[config.mk]
export PLATFORM = sky130hd
export DESIGN_NAME = prom_loader_flat
export DESIGN_NICKNAME = d
export VERILOG_FILES = /design/src/rtl/prom_loader_if.sv /design/src/rtl/prom_loader.sv /design/src/flat_wrapper.sv
export SDC_FILE = /design/constraint.sdc
export NUM_CORES = 1
export LEC_CHECK = 0
export BUFFER_PORTS_ARGS = -buffer_cell sky130_fd_sc_hd__buf_2
export CORE_AREA = 2 2 77 79
export DETAILED_ROUTE_END_ITERATION = 8
export DIE_AREA = 0 0 79 81
export PLACE_DENSITY = 0.67
export SLEW_MARGIN = 20
export SYNTH_ARGS = -nofsm -noshare
export SYNTH_HDL_FRONTEND = slang
export SYNTH_SLANG_ARGS = --single-unit
[constraint.sdc]
create_clock -name clk -period 3.36 [get_ports clk]
set_input_delay 0.504 -clock clk [delete_from_list [all_inputs] [get_ports clk]]
set_output_delay 0.504 -clock clk [all_outputs]
set_load 0.02 [all_outputs]
[src/rtl/prom_loader_if.sv]
// UART-receive and PROM-write bus shared by the program loader and its environment.
interface prom_loader_if #(
  parameter int unsigned ROM_WORDS = 8
);
  localparam int unsigned AW = (ROM_WORDS > 1) ? $clog2(ROM_WORDS) : 1;

  logic [7:0]    rx_data_i;
  logic          rx_ready_i;
  logic          rx_ack_o;
  logic          prom_we_o;
  logic [AW-1:0] prom_addr_o;
  logic [15:0]   prom_data_o;
  logic          cpu_reset_o;
  logic          done_o;
  logic          error_o;

  modport slave (
    input  rx_data_i, rx_ready_i,
    output rx_ack_o, prom_we_o, prom_addr_o, prom_data_o, cpu_reset_o, done_o, error_o
  );

  modport master (
    output rx_data_i, rx_ready_i,
    input  rx_ack_o, prom_we_o, prom_addr_o, prom_data_o, cpu_reset_o, done_o, error_o
  );
endinterface

[src/rtl/prom_loader.sv]
// Framed PROM loader: SYNC, N, N little-endian words, XOR checksum; releases the CPU only after a verified frame.
// Optional inter-byte timeout enabled by defining PROM_LOADER_TIMEOUT_EN.
module prom_loader #(
  parameter int unsigned ROM_WORDS      = 8,
  parameter logic [7:0]  SYNC_BYTE      = 8'hA5,
  parameter int unsigned TIMEOUT_CYCLES = 625
) (
  input  logic          clk,
  input  logic          reset,
  prom_loader_if.slave  bus
);
  localparam int unsigned AW = (ROM_WORDS > 1) ? $clog2(ROM_WORDS) : 1;
  localparam int unsigned NW = $clog2(ROM_WORDS + 1);

  localparam logic [2:0] S_IDLE  = 3'd0;
  localparam logic [2:0] S_LEN   = 3'd1;
  localparam logic [2:0] S_LO    = 3'd2;
  localparam logic [2:0] S_HI    = 3'd3;
  localparam logic [2:0] S_CSUM  = 3'd4;
  localparam logic [2:0] S_RUN   = 3'd5;
  localparam logic [2:0] S_ERROR = 3'd6;

  logic [2:0]    r_state,     w_state;
  logic [NW-1:0] r_n,         w_n;
  logic [AW-1:0] r_idx,       w_idx;
  logic [7:0]    r_csum,      w_csum;
  logic [7:0]    r_lo,        w_lo;
  logic          r_we,        w_we;
  logic [AW-1:0] r_addr,      w_addr;
  logic [15:0]   r_data,      w_data;
  logic          r_cpu_reset, w_cpu_reset;
  logic          r_done,      w_done;
  logic          r_error,     w_error;

  logic w_byte;
  logic w_sync;
  logic w_len_bad;
  logic w_last;

  assign w_byte    = bus.rx_ready_i;
  assign w_sync    = w_byte && (bus.rx_data_i == SYNC_BYTE);
  assign w_len_bad = (bus.rx_data_i == 8'd0) || (32'(bus.rx_data_i) > ROM_WORDS);
  assign w_last    = ((NW'(r_idx) + NW'(1)) == r_n);

`ifdef PROM_LOADER_TIMEOUT_EN
  localparam int unsigned TW = (TIMEOUT_CYCLES > 1) ? $clog2(TIMEOUT_CYCLES) : 1;
  logic [TW-1:0] r_tmo, w_tmo;
`endif

  // Next-state and registered-output logic
  always_comb begin
    w_state     = r_state;
    w_n         = r_n;
    w_idx       = r_idx;
    w_csum      = r_csum;
    w_lo        = r_lo;
    w_we        = 1'b0;
    w_addr      = r_addr;
    w_data      = r_data;
    w_cpu_reset = r_cpu_reset;
    w_done      = r_done;
    w_error     = r_error;

    case (r_state)
      S_IDLE, S_RUN, S_ERROR: begin
        if (w_sync) begin
          w_state     = S_LEN;
          w_cpu_reset = 1'b1;
          w_done      = 1'b0;
          w_error     = 1'b0;
        end
      end
      S_LEN: begin
        if (w_byte) begin
          if (w_len_bad) begin
            w_state = S_ERROR;
            w_error = 1'b1;
          end else begin
            w_state = S_LO;
            w_n     = NW'(bus.rx_data_i);
            w_idx   = '0;
            w_csum  = bus.rx_data_i;
          end
        end
      end
      S_LO: begin
        if (w_byte) begin
          w_lo    = bus.rx_data_i;
          w_csum  = r_csum ^ bus.rx_data_i;
          w_state = S_HI;
        end
      end
      S_HI: begin
        if (w_byte) begin
          w_csum  = r_csum ^ bus.rx_data_i;
          w_we    = 1'b1;
          w_addr  = r_idx;
          w_data  = {bus.rx_data_i, r_lo};
          w_idx   = r_idx + AW'(1);
          w_state = w_last ? S_CSUM : S_LO;
        end
      end
      S_CSUM: begin
        if (w_byte) begin
          if (bus.rx_data_i == r_csum) begin
            w_state     = S_RUN;
            w_cpu_reset = 1'b0;
            w_done      = 1'b1;
          end else begin
            w_state = S_ERROR;
            w_error = 1'b1;
          end
        end
      end
      default: w_state = S_IDLE;
    endcase

`ifdef PROM_LOADER_TIMEOUT_EN
    // A stalled frame is abandoned; the CPU stays held in reset
    w_tmo = '0;
    if ((r_state == S_LEN) || (r_state == S_LO) || (r_state == S_HI) || (r_state == S_CSUM)) begin
      if (w_byte) begin
        w_tmo = '0;
      end else if (r_tmo == TW'(TIMEOUT_CYCLES - 1)) begin
        w_state     = S_ERROR;
        w_error     = 1'b1;
        w_cpu_reset = 1'b1;
        w_done      = 1'b0;
      end else begin
        w_tmo = r_tmo + TW'(1);
      end
    end
`endif
  end

  always_ff @(posedge clk or posedge reset) begin
    if (reset) begin
      r_state     <= S_IDLE;
      r_n         <= '0;
      r_idx       <= '0;
      r_csum      <= '0;
      r_lo        <= '0;
      r_we        <= 1'b0;
      r_addr      <= '0;
      r_data      <= '0;
      r_cpu_reset <= 1'b1;
      r_done      <= 1'b0;
      r_error     <= 1'b0;
    end else begin
      r_state     <= w_state;
      r_n         <= w_n;
      r_idx       <= w_idx;
      r_csum      <= w_csum;
      r_lo        <= w_lo;
      r_we        <= w_we;
      r_addr      <= w_addr;
      r_data      <= w_data;
      r_cpu_reset <= w_cpu_reset;
      r_done      <= w_done;
      r_error     <= w_error;
    end
  end

`ifdef PROM_LOADER_TIMEOUT_EN
  always_ff @(posedge clk or posedge reset) begin
    if (reset) r_tmo <= '0;
    else       r_tmo <= w_tmo;
  end
`endif

  assign bus.rx_ack_o    = bus.rx_ready_i & ~reset;
  assign bus.prom_we_o   = r_we;
  assign bus.prom_addr_o = r_addr;
  assign bus.prom_data_o = r_data;
  assign bus.cpu_reset_o = r_cpu_reset;
  assign bus.done_o      = r_done;
  assign bus.error_o     = r_error;
endmodule
[src/flat_wrapper.sv]
// flat-port wrapper written by rule: the top's interface ports become plain ports
module prom_loader_flat 
#(
  parameter int unsigned ROM_WORDS      = 8,
  parameter logic [7:0]  SYNC_BYTE      = 8'hA5,
  parameter int unsigned TIMEOUT_CYCLES = 625
)
  (clk, reset, bus_rx_data_i, bus_rx_ready_i, bus_rx_ack_o, bus_prom_we_o, bus_prom_addr_o, bus_prom_data_o, bus_cpu_reset_o, bus_done_o, bus_error_o);
  prom_loader_if #(.ROM_WORDS(ROM_WORDS)) bus_i ();
  input  logic clk;
  input  logic reset;
  input wire logic [$bits(bus_i.rx_data_i)-1:0] bus_rx_data_i;
  input wire logic [$bits(bus_i.rx_ready_i)-1:0] bus_rx_ready_i;
  output wire logic [$bits(bus_i.rx_ack_o)-1:0] bus_rx_ack_o;
  output wire logic [$bits(bus_i.prom_we_o)-1:0] bus_prom_we_o;
  output wire logic [$bits(bus_i.prom_addr_o)-1:0] bus_prom_addr_o;
  output wire logic [$bits(bus_i.prom_data_o)-1:0] bus_prom_data_o;
  output wire logic [$bits(bus_i.cpu_reset_o)-1:0] bus_cpu_reset_o;
  output wire logic [$bits(bus_i.done_o)-1:0] bus_done_o;
  output wire logic [$bits(bus_i.error_o)-1:0] bus_error_o;
  assign bus_i.rx_data_i = bus_rx_data_i;
  assign bus_i.rx_ready_i = bus_rx_ready_i;
  assign bus_rx_ack_o = bus_i.rx_ack_o;
  assign bus_prom_we_o = bus_i.prom_we_o;
  assign bus_prom_addr_o = bus_i.prom_addr_o;
  assign bus_prom_data_o = bus_i.prom_data_o;
  assign bus_cpu_reset_o = bus_i.cpu_reset_o;
  assign bus_done_o = bus_i.done_o;
  assign bus_error_o = bus_i.error_o;
  prom_loader #(.ROM_WORDS(ROM_WORDS), .SYNC_BYTE(SYNC_BYTE), .TIMEOUT_CYCLES(TIMEOUT_CYCLES)) u_core (.clk(clk), .reset(reset), .bus(bus_i));
endmodule
==> results.sh <==
export IMPL_p_clk_frac=0.155
export IMPL_port_buffers=34
export IMPL_wl_per_cell_um=13.7
export IMPL_clock_tree_root_cell="clkbuf_8"
export IMPL_hold_buffers=0
export IMPL_clock_latency_ps=310
export IMPL_sw_frac_of_total=0.399
export IMPL_synth_area_leaders="dfrtp_1 49%, nand2_1 12%, mux2_2 6.0%, xnor2_1 4.0%, o21ai_0 2.1%"
export IMPL_synth_cell_area_sq_mm=0.00244
export IMPL_dpl_worst_slack_ps=1060
export IMPL_dp_cells=344
export IMPL_finalPower_mw=2.30
export IMPL_critPathLaunchType="flop"
export IMPL_crit_chain="nor2b_1, and3_1, mux2_2"
export IMPL_synth_fp_nets=262
export IMPL_finalCritPeriodShare=0.626
export IMPL_post_cts_buffers=0
export IMPL_synth_cell_types=48
export IMPL_globalplace_congestion=0.790
export IMPL_start_util=0.429
export IMPL_yosysTopAreaCell="dfrtp_1"
export IMPL_vias=1795
export IMPL_ys_warnings_count=0
export IMPL_grt_pass1_wl_mm=8.09
export IMPL_cp_buffers_inverters=0
export IMPL_cts_buffers=5
export IMPL_grt_ovfl_total=0
export IMPL_nNetsFinal=288
export IMPL_chipWidth_um=79
export IMPL_maxCapViolations=0
export IMPL_p_leak_nw=1.30
export IMPL_antenna_left=0
export IMPL_fmax_mhz=475
export IMPL_num_rows=28
export IMPL_combPwrFrac=0.386
export IMPL_grt_setup_unrepaired="false"
export IMPL_synthCells=250
export IMPL_netlist_area_leader_share=0.493
export IMPL_grt_max_degree=50
export IMPL_drt_iter0_drc=113
export IMPL_postSynthAreaPerCell_sq_um=9.74
export IMPL_skew_ps=7.75
export IMPL_clockBufferDepth=2
export IMPL_hold_slack_ps=334
export IMPL_async_reset_ff_frac=1.00
export IMPL_p_switching_uw=919
export IMPL_min_path_type="in2async"
export IMPL_synth_flop_cell="dfrtp_1"
export IMPL_worst_slew_pin_slew_ps=840
export IMPL_finalCriticalPeriod_ps=2100
export IMPL_cts_resized=0
export IMPL_tritoncts="done"
export IMPL_vdd_ir_drop_max_mv=0.387
export IMPL_clk_pin_slew_worst_paths_ps=90
export IMPL_drv_slew=0
export IMPL_fin_cells=352
export IMPL_antenna_found_initial=0
export IMPL_avgViaCountPerCell=5.10
export IMPL_crit_type="reg2reg"
export IMPL_end_kind="flop"
export IMPL_drcViolationCount=0
export IMPL_critical_path_max_stage_delay_ps=660
export IMPL_crit_fanout=18
export IMPL_synthToLayoutAreaGrowth_pct=11.5
export IMPL_setup_viol_count_final=0
export IMPL_crit_arrival_ps=2300
export IMPL_drt_total_wl_mm=4.81
export IMPL_p_int_mw=1.38
export IMPL_cts_max_level=2
export IMPL_die_area_sq_mm=0.00640
export IMPL_power_density_mw_per_mm2=848
export IMPL_globalRouteTotalUtil=0.164
export IMPL_status="finished clean"
export IMPL_hold_viol=0
export IMPL_drive_above_1_share=0.238
export IMPL_r2r_cells=3
export IMPL_clock_sinks=49
export IMPL_first_global_vias=1698
export IMPL_seq_power_share=0.459
export IMPL_n_antenna_cell=0
export IMPL_coreArea_sq_mm=0.00568
export IMPL_die_h_um=81
export IMPL_setup_ws_ps=1260
export IMPL_setup_tns_ps=0
export IMPL_ys_seq_elements=49
export IMPL_slew_headroom=0.440
export IMPL_path_delay_family="simple AND/OR/NAND/NOR gates"
export IMPL_ys_seq_area_frac=0.504
export IMPL_synth_edf_count=0
export IMPL_path_depth=3
export IMPL_boundaryPins=35
export IMPL_required_ps=3560
export IMPL_drtPass1Iterations=5
export IMPL_cp_slowest_cell="dfrtp_1"
export IMPL_hpwl_mm=3.26
## worst paths after layout
kind	startpoint	slack [ps]	to
worst max-delay path	u_core.r_state[1]	1260	u_core.r_lo[6]
worst min-delay path	reset	330	u_core.r_csum[1]
worst max register to register	u_core.r_state[1]	1260	u_core.r_lo[6]
worst min register to register	u_core.r_lo[6]	470	u_core.bus.prom_data_o[6]
max in group asynchronous	reset	2520	u_core.bus.prom_addr_o[2]
min in group clk	u_core.r_lo[6]	470	u_core.bus.prom_data_o[6]
## state kept, by name, summed over array words and instances, names as in the netlist
name                    cells
u_core.bus.prom_data_o     16
u_core.r_csum               8
u_core.r_lo                 8
u_core.r_n                  4
u_core.bus.prom_addr_o      3
u_core.r_idx                3
u_core.r_state              3
u_core.bus.cpu_reset_o      1
u_core.bus.done_o           1
u_core.bus.error_o          1
u_core.bus.prom_we_o        1
## power groups by stage
stage	clock, mW	sequential [mW]	combinational (mW)
5_1_grt	0.390	1.10	0.999
4_1_cts	0.368	1.06	0.904
6_report	0.357	1.06	0.889
2_1_floorplan	0	1.12	0.616
3_5_place_dp	0	1.07	0.901
3_3_place_gp	0	1.06	0.887
## cell type report
| type | count | area, sq um |
|---|---|---|
| clock inverters | 3 | 22.5 |
| clock buffers | 5 | 68.8 |
| inverters | 4 | 16.3 |
| flip-flops and latches | 49 | 1230 |
| repair buffers | 35 | 178 |
| well taps | 75 | 93.8 |
| fillers | 571 | 2960 |
| multi-input cells | 181 | 1110 |
## placed cells by master (no fill, tap or decap), types with 2 or more instances in the layout
| cell type | netlist | routed |
|---|---|---|
| clkinv_2 | 0 | 2 |
| a22o_1 | 2 | 2 |
| buf_2 | 5 | 34 |
| nor3_1 | 3 | 3 |
| dfrtp_1 | 48 | 48 |
| mux2i_1 | 2 | 2 |
| o21ai_0 | 10 | 10 |
| o211ai_1 | 6 | 6 |
| nand2_2 | 2 | 2 |
| nand3_1 | 5 | 5 |
| clkbuf_8 | 0 | 5 |
| mux2_2 | 13 | 13 |
| nand4_1 | 2 | 2 |
| nand2_1 | 77 | 77 |
| xnor2_1 | 11 | 11 |
| a21oi_1 | 7 | 7 |
| nand2b_1 | 2 | 2 |
| nor2b_1 | 5 | 5 |
| xor2_1 | 3 | 3 |
| nor2_1 | 6 | 6 |
| inv_1 | 4 | 3 |
| clkinv_4 | 0 | 2 |
| nand3b_1 | 2 | 2 |
## per-stage QoR
step                      instance area, sq um  utilization
after floorplan                           2440            -
after global placement                    2620        0.462
after detailed placement                  2620        0.462
after CTS                                 2710        0.478
after global routing                      2720        0.478
final                                     2720        0.478
## cells in the mapped netlist, types with 2 or more instances
cell / count
inv_1: 4
dfrtp_1: 48
mux2i_1: 2
nand3b_1: 2
nand4_1: 2
clkbuf_1: 6
nor2_1: 6
nor3_1: 3
o21ai_0: 10
nand3_1: 5
nand2_2: 2
mux2_2: 13
xnor2_1: 11
nand2_1: 77
o211ai_1: 6
nor2b_1: 5
a21oi_1: 7
xor2_1: 3
nand2b_1: 2
buf_2: 5
buf_4: 3
a22o_1: 2
## worst reg2reg max path, stage by stage, from the launching register on
cell and delay (ps):
dfrtp_1 660, nor2b_1 420, and3_1 530, mux2_2 390
## kinds of logic (layout without fill, tap and decap cells)
| kind of cell | after synthesis | count (layout) | share of synthesized area |
|---|---|---|---|
| AO/OA/AOI/OAI | 36 | 36 | 0.0981 |
| XOR/XNOR | 14 | 14 | 0.0503 |
| adder cells (fa/ha/maj) | 2 | 2 | 0.00924 |
| buffers and inverters | 20 | 47 | 0.0411 |
| flip-flops | 49 | 49 | 0.504 |
| multiplexers | 16 | 16 | 0.0729 |
| AND/OR/NAND/NOR | 113 | 113 | 0.224 |
## routing by layer
layer  routed length, um  vias to the layer above  share of wire  global-route usage
li1                    -                      893              -                   -
met1                2150                      861           0.45               0.207
met2                2390                       34           0.50               0.276
met3                 193                        7          0.040              0.0356
met4                  72                        0          0.015              0.0638
met5                   0                        -              0                   0
Power figures use the tool's default switching activity.
